File: config.mk
export PLATFORM = sky130hd
export DESIGN_NAME = age_issue_queue
export DESIGN_NICKNAME = d
export VERILOG_FILES = /design/src/rtl/age_issue_queue.sv
export SDC_FILE = /design/constraint.sdc
export NUM_CORES = 2
export LEC_CHECK = 0
export ABC_AREA = 1
export CAP_MARGIN = 20
export CELL_PAD_IN_SITES_DETAIL_PLACEMENT = 1
export CELL_PAD_IN_SITES_GLOBAL_PLACEMENT = 2
export CORE_ASPECT_RATIO = 0.75
export CORE_MARGIN = 8
export CORE_UTILIZATION = 38
export DETAILED_ROUTE_END_ITERATION = 7
export GPL_ROUTABILITY_DRIVEN = 0
export PLACE_DENSITY = 0.79
export SETUP_SLACK_MARGIN = 0.02
export SLEW_MARGIN = 20
export SYNTH_ARGS = -nofsm -noshare
export SYNTH_HDL_FRONTEND = slang
export SYNTH_SLANG_ARGS = --single-unit
export TNS_END_PERCENT = 10
File: constraint.sdc
create_clock -name clk -period 38.4 [get_ports clk]
set_clock_uncertainty 0.1 [all_clocks]
set_input_delay 7.68 -clock clk [delete_from_list [all_inputs] [get_ports clk]]
set_output_delay 7.68 -clock clk [all_outputs]
set_load 0.005 [all_outputs]
File: src/rtl/age_issue_queue.sv
// Out-of-order issue queue: holds dispatched ops until operands and FU are ready,
// then issues the oldest eligible entry, tracked by an age matrix.
module age_issue_queue #(
  parameter int DEPTH     = 8,
  parameter int PAYLOAD_W = 128,
  parameter int PREG_W    = 7,
  parameter int ROB_W     = 3,
  parameter int FU_W      = 3,
  parameter int NUM_WAKE  = 2
) (
  input  logic                         clk,
  input  logic                         rst,
  input  logic                         in_valid,
  output logic                         in_ready,
  input  logic [PAYLOAD_W-1:0]         in_payload,
  input  logic [PREG_W-1:0]            in_rs1,
  input  logic [PREG_W-1:0]            in_rs2,
  input  logic                         in_rs1_rdy,
  input  logic                         in_rs2_rdy,
  input  logic [FU_W-1:0]              in_fu_sel,
  input  logic [ROB_W-1:0]             in_rob_idx,
  input  logic [NUM_WAKE-1:0]          wk_valid,
  input  logic [NUM_WAKE*PREG_W-1:0]   wk_tag,
  input  logic [2**FU_W-1:0]           fu_ready,
  output logic                         out_valid,
  input  logic                         out_ready,
  output logic [PAYLOAD_W-1:0]         out_payload,
  output logic [PREG_W-1:0]            out_rs1,
  output logic [PREG_W-1:0]            out_rs2,
  output logic [FU_W-1:0]              out_fu_sel,
  output logic [ROB_W-1:0]             out_rob_idx,
  input  logic                         flush,
  input  logic [2**ROB_W-1:0]          flush_mask,
  output logic [$clog2(DEPTH+1)-1:0]   count
);

  localparam int CNT_W = $clog2(DEPTH+1);
  localparam int IDX_W = $clog2(DEPTH);

  // Tag 0 is the hardwired-ready register, so it never counts as a broadcast hit.
  function automatic logic wake_hit(input logic [PREG_W-1:0] tag,
                                    input logic [NUM_WAKE-1:0] wv,
                                    input logic [NUM_WAKE*PREG_W-1:0] wt);
    logic hit;
    hit = 1'b0;
    for (int k = 0; k < NUM_WAKE; k++)
      if (wv[k] && wt[k*PREG_W +: PREG_W] == tag && tag != '0) hit = 1'b1;
    return hit;
  endfunction

  logic [DEPTH-1:0]     valid_reg, rs1_rdy_reg, rs2_rdy_reg;
  logic [DEPTH-1:0]     age_reg [DEPTH];
  logic [CNT_W-1:0]     count_reg;
  logic [PAYLOAD_W-1:0] payload_mem [DEPTH];
  logic [PREG_W-1:0]    rs1_mem [DEPTH];
  logic [PREG_W-1:0]    rs2_mem [DEPTH];
  logic [FU_W-1:0]      fu_sel_mem [DEPTH];
  logic [ROB_W-1:0]     rob_idx_mem [DEPTH];

  logic [DEPTH-1:0] rs1_hit, rs2_hit, kill, elig, sel;
  logic [DEPTH-1:0] valid_next;
  logic [CNT_W-1:0] count_next;
  logic [IDX_W-1:0] sel_idx, alloc_idx;
  logic             dispatch_fire, issue_fire, in_op1_rdy, in_op2_rdy;

  generate
    for (genvar gi = 0; gi < DEPTH; gi++) begin : g_entry
      logic             op1_rdy, op2_rdy;
      logic [DEPTH-1:0] older_elig;
      assign rs1_hit[gi] = wake_hit(rs1_mem[gi], wk_valid, wk_tag);
      assign rs2_hit[gi] = wake_hit(rs2_mem[gi], wk_valid, wk_tag);
      assign op1_rdy     = rs1_rdy_reg[gi] | rs1_hit[gi] | (rs1_mem[gi] == '0);
      assign op2_rdy     = rs2_rdy_reg[gi] | rs2_hit[gi] | (rs2_mem[gi] == '0);
      assign kill[gi]    = flush & flush_mask[rob_idx_mem[gi]];
      // A killed entry must not be offered for issue in the flush cycle.
      assign elig[gi]    = valid_reg[gi] & ~kill[gi] & op1_rdy & op2_rdy &
                           fu_ready[fu_sel_mem[gi]];
      for (genvar gj = 0; gj < DEPTH; gj++) begin : g_col
        assign older_elig[gj] = elig[gj] & age_reg[gj][gi];
      end
      assign sel[gi] = elig[gi] & ~(|older_elig);
    end
  endgenerate

  always_comb begin
    sel_idx   = '0;
    alloc_idx = '0;
    for (int i = 0; i < DEPTH; i++)
      if (sel[i]) sel_idx = IDX_W'(i);
    for (int i = DEPTH - 1; i >= 0; i--)
      if (!valid_reg[i]) alloc_idx = IDX_W'(i);
  end

  assign in_ready      = (count_reg < CNT_W'(DEPTH));
  assign out_valid     = |elig;
  assign issue_fire    = out_valid & out_ready;
  assign dispatch_fire = in_valid & in_ready & ~(flush & flush_mask[in_rob_idx]);
  assign in_op1_rdy    = in_rs1_rdy | wake_hit(in_rs1, wk_valid, wk_tag) | (in_rs1 == '0);
  assign in_op2_rdy    = in_rs2_rdy | wake_hit(in_rs2, wk_valid, wk_tag) | (in_rs2 == '0);

  assign out_payload = payload_mem[sel_idx];
  assign out_rs1     = rs1_mem[sel_idx];
  assign out_rs2     = rs2_mem[sel_idx];
  assign out_fu_sel  = fu_sel_mem[sel_idx];
  assign out_rob_idx = rob_idx_mem[sel_idx];
  assign count       = count_reg;

  always_comb begin
    valid_next = valid_reg & ~kill;
    if (issue_fire) valid_next = valid_next & ~sel;
    if (dispatch_fire) valid_next[alloc_idx] = 1'b1;
    count_next = '0;
    for (int i = 0; i < DEPTH; i++)
      count_next = count_next + CNT_W'(valid_next[i]);
  end

  always_ff @(posedge clk) begin
    if (rst) begin
      valid_reg   <= '0;
      rs1_rdy_reg <= '0;
      rs2_rdy_reg <= '0;
      count_reg   <= '0;
      for (int i = 0; i < DEPTH; i++) age_reg[i] <= '0;
    end else begin
      valid_reg   <= valid_next;
      count_reg   <= count_next;
      rs1_rdy_reg <= rs1_rdy_reg | rs1_hit;
      rs2_rdy_reg <= rs2_rdy_reg | rs2_hit;
      if (dispatch_fire) begin
        rs1_rdy_reg[alloc_idx] <= in_op1_rdy;
        rs2_rdy_reg[alloc_idx] <= in_op2_rdy;
        // Newcomer is younger than every entry currently resident.
        age_reg[alloc_idx] <= '0;
        for (int i = 0; i < DEPTH; i++) age_reg[i][alloc_idx] <= valid_reg[i];
      end
    end
  end

  always_ff @(posedge clk) begin
    if (dispatch_fire) begin
      payload_mem[alloc_idx] <= in_payload;
      rs1_mem[alloc_idx]     <= in_rs1;
      rs2_mem[alloc_idx]     <= in_rs2;
      fu_sel_mem[alloc_idx]  <= in_fu_sel;
      rob_idx_mem[alloc_idx] <= in_rob_idx;
    end
  end

endmodule

==> impl_metrics.json <==
{
  "grt_max_degree": 219,
  "crit_path_cell_trace": "clkdlybuf4s50_1 -> buf_4 -> inv_2 -> nand2_1 -> nand4_1 -> nor2_1 -> nand2_1 -> nand4_1 -> nand3_1 -> nor2_1 -> a21oi_1 -> nand4_1 -> buf_4 -> buf_4 -> nand2_8 -> buf_4 -> buf_4 -> nand2_1 -> nand3_1 -> nand2_1 -> nand2_1 -> nand2_1 -> clkdlybuf4s50_1",
  "ys.warnings.count": 0,
  "wl_um": 217000,
  "max-slew-margin-rel_pct": 23.8,
  "tns_ns": 0,
  "setup_viol": 0,
  "clock_latency_ns": 0.78,
  "cts_hold_buffers": 0,
  "status": "finished, final reports clean",
  "yosys.area.top_type_share_pct": 57.6,
  "rows": 128,
  "floorplan.initialDensity_pct": 38.1,
  "area_growth_syn_to_layout_pct": 15.3,
  "antenna_found_initial": 27,
  "synth_top_family_by_area": "simple AND/OR/NAND/NOR gates",
  "drc": 0,
  "cp_data_required_time_ns": 30.62,
  "htreeDepth": 4,
  "drive_gt1_share_pct": 4.28,
  "synthAdderAreaFrac_pct": 0.191,
  "cts_resized": 0,
  "ios": 341,
  "die_x_um": 481,
  "crit_buf_inv": 8,
  "dieArea_um2": 176000,
  "worstPathArrival_ns": 15.35,
  "clockBufferDepth": 3,
  "max_stage_delay_ns": 0.77,
  "synth_cell_types": 47,
  "worst-setup-path-type": "input pin to output port",
  "postCtsSetupRepairBufs": 0,
  "synth_compound_area_share_pct": 2.52,
  "min_period_over_period_pct": 60.2,
  "rsz0062_at_grt": "no",
  "synth_area_per_cell_um2": 8.99,
  "tightestPinTransition_ns": 1.14,
  "period_needed_ns": 23.13,
  "cts_root_buffer": "clkbuf_16",
  "vias_per_cell": 5.25,
  "largest_reg_flops": 1024,
  "groute.usage.overall_pct": 24.1,
  "cts.sinks": 1276,
  "dieHeight_um": 365,
  "synthArstFlopShare_pct": 0,
  "slowest_stage": "buf_4",
  "vdd_drop_max_v": 0.0000394,
  "p_leak_nw": 30.8,
  "dp_hpwl_um": 123000,
  "cts_tree": "done",
  "yosysSeqAreaShare_pct": 60.6,
  "cp_common_cell": "nand2_1",
  "grt.overflow.total": 0,
  "synth_nets": 7062,
  "first_pass_iters": 6,
  "clk_pin_slew_ns": 0.06,
  "postLayoutCellArea_um2": 71200,
  "cts_inserted_buffers": 141,
  "core_um2": 162000,
  "placed_area_um2": 66600,
  "syn_area_um2": 61700,
  "yosys.area.top_type": "edfxtp_1",
  "ant_nets": 0,
  "netlist_instances": 6868,
  "synthTopCellsByArea": "edfxtp_1 58%, nand2_1 12%, nand3_1 11%, inv_1 7.9%, dfxtp_1 3.0%",
  "max-cap-violations": 0,
  "synth-main-ff-cell": "edfxtp_1",
  "synth_edf_count": 1184,
  "fin_hold_ws_ns": 0.349,
  "cp_max_fo": 118,
  "drtIter0Drc": 3908,
  "synth-xor-area-share_pct": 0.454,
  "synthSimpleGateAreaFrac_pct": 25.1,
  "grt_pass1_vias": 50300,
  "cp_top_family": "buffers and inverters",
  "synth.mux.area_fraction_pct": 0,
  "wl_per_cell_um": 23.3,
  "finalHoldViolations": 0,
  "cp-end-kind": "output port",
  "fin_nets": 7258,
  "grt_pass1_wl_um": 323000,
  "ys_ff_latch": 1276,
  "fmax_mhz": 43.2,
  "io_buffers": 340,
  "p_per_area_nw_per_um2": 43.2,
  "route.vias.total": 49000,
  "final_max_slew_viol_count": 0,
  "critPathLaunchType": "input pin",
  "hp-class": "register to register"
}
==> synth_stat cells (all sizes together), types with 27 or more instances <==
library cell	number
nor2	210
o211ai	29
buf	284
clkbuf	71
a21oi	111
nor3	27
o21ai	67
inv	1328
edfxtp	1184
nand3	1321
nand2	1943
nand4	82
dfxtp	92
==> path summary, 6_finish.rpt <==
| kind | cells after the start | to | start | slack (ns) |
|---|---|---|---|---|
| setup / recovery | 23 | out_payload[46] | wk_tag[1] | 15.27 |
| hold / removal | 2 | age_reg[5][5] | age_reg[5][5] | 0.35 |
| hold reg to reg | 2 | age_reg[5][5] | age_reg[5][5] | 0.35 |
| setup reg to reg | 22 | count[2] | rs2_mem[0][5] | 32.04 |
==> worst register-to-register path: cells and delay by family, from the launching register on <==
kind	cells	cell delay, ns
compound gates	2	0.29
xor+xnor	1	0.15
fa+ha+maj	3	1.08
buf+inv	6	2.11
flops	1	0.39
simple gates	10	2.16
==> report_power, final <==
group | switching (mW) | total, mW | leakage [nW] | internal (mW)
Sequential | 0.00659 | 1.55 | 11.5 | 1.54
Clock | 0.586 | 1.35 | 2.19 | 0.763
Combinational | 0.113 | 0.176 | 17.1 | 0.0629
==> per-stage QoR <==
stage | std cells | total power, mW | utilization [%] | worst slack [ns]
finish | 9330 | 3.07 | 44.0 | 15.27
global route | 9322 | 3.16 | 43.9 | 14.93
CTS | 9313 | 3.10 | 43.9 | 15.34
detailed placement | 9064 | 1.75 | 41.1 | 15.36
global placement | 9063 | 1.75 | 41.1 | 15.45
floorplan | 6868 | 1.65 | - | 12.73
==> per-layer routing <==
metal	GRT usage [%]	part of all wire (%)	vias to the layer above
met2	38.6	46	1390
met1	33.1	45	24600
met4	8.34	3.2	8
met3	4.28	6.1	380
met5	0	0.024	-
li1	-	-	22600
==> layout make-up <==
class / instances / area, um2
timing repair buffer: 408 / 4040
antenna: 15 / 37.5
sequential: 1276 / 37400
multi-input combinational: 3901 / 17500
tap: 2145 / 2680
fill: 18500 / 90700
clock inverter: 73 / 686
clock buffer: 176 / 3790
inverter: 1336 / 5090
==> layout by cell type (no fill, tap or decap), drive strengths merged, types with 2 or more instances in the layout <==
master	n
a211oi	14
a21oi	111
a221oi	5
a22oi	3
a31oi	2
buf	68
bufinv	9
clkbuf	176
clkdlybuf4s50	340
clkinv	62
clkinvlp	2
dfxtp	92
diode	15
edfxtp	1184
fa	4
ha	3
inv	1336
nand2	1943
nand3	1321
nand4	82
nor2	210
nor3	27
nor4	8
o2111ai	2
o211ai	29
o21a	4
o21ai	67
o22ai	26
xnor2	24
xor2	8
==> logic make-up after synthesis <==
logic type | count (synthesis)
simple gates | 3593
buf+inv | 1691
flops | 1276
compound gates | 269
xor+xnor | 32
fa+ha+maj | 7
Note: power is estimated with default switching activity, not from simulation.
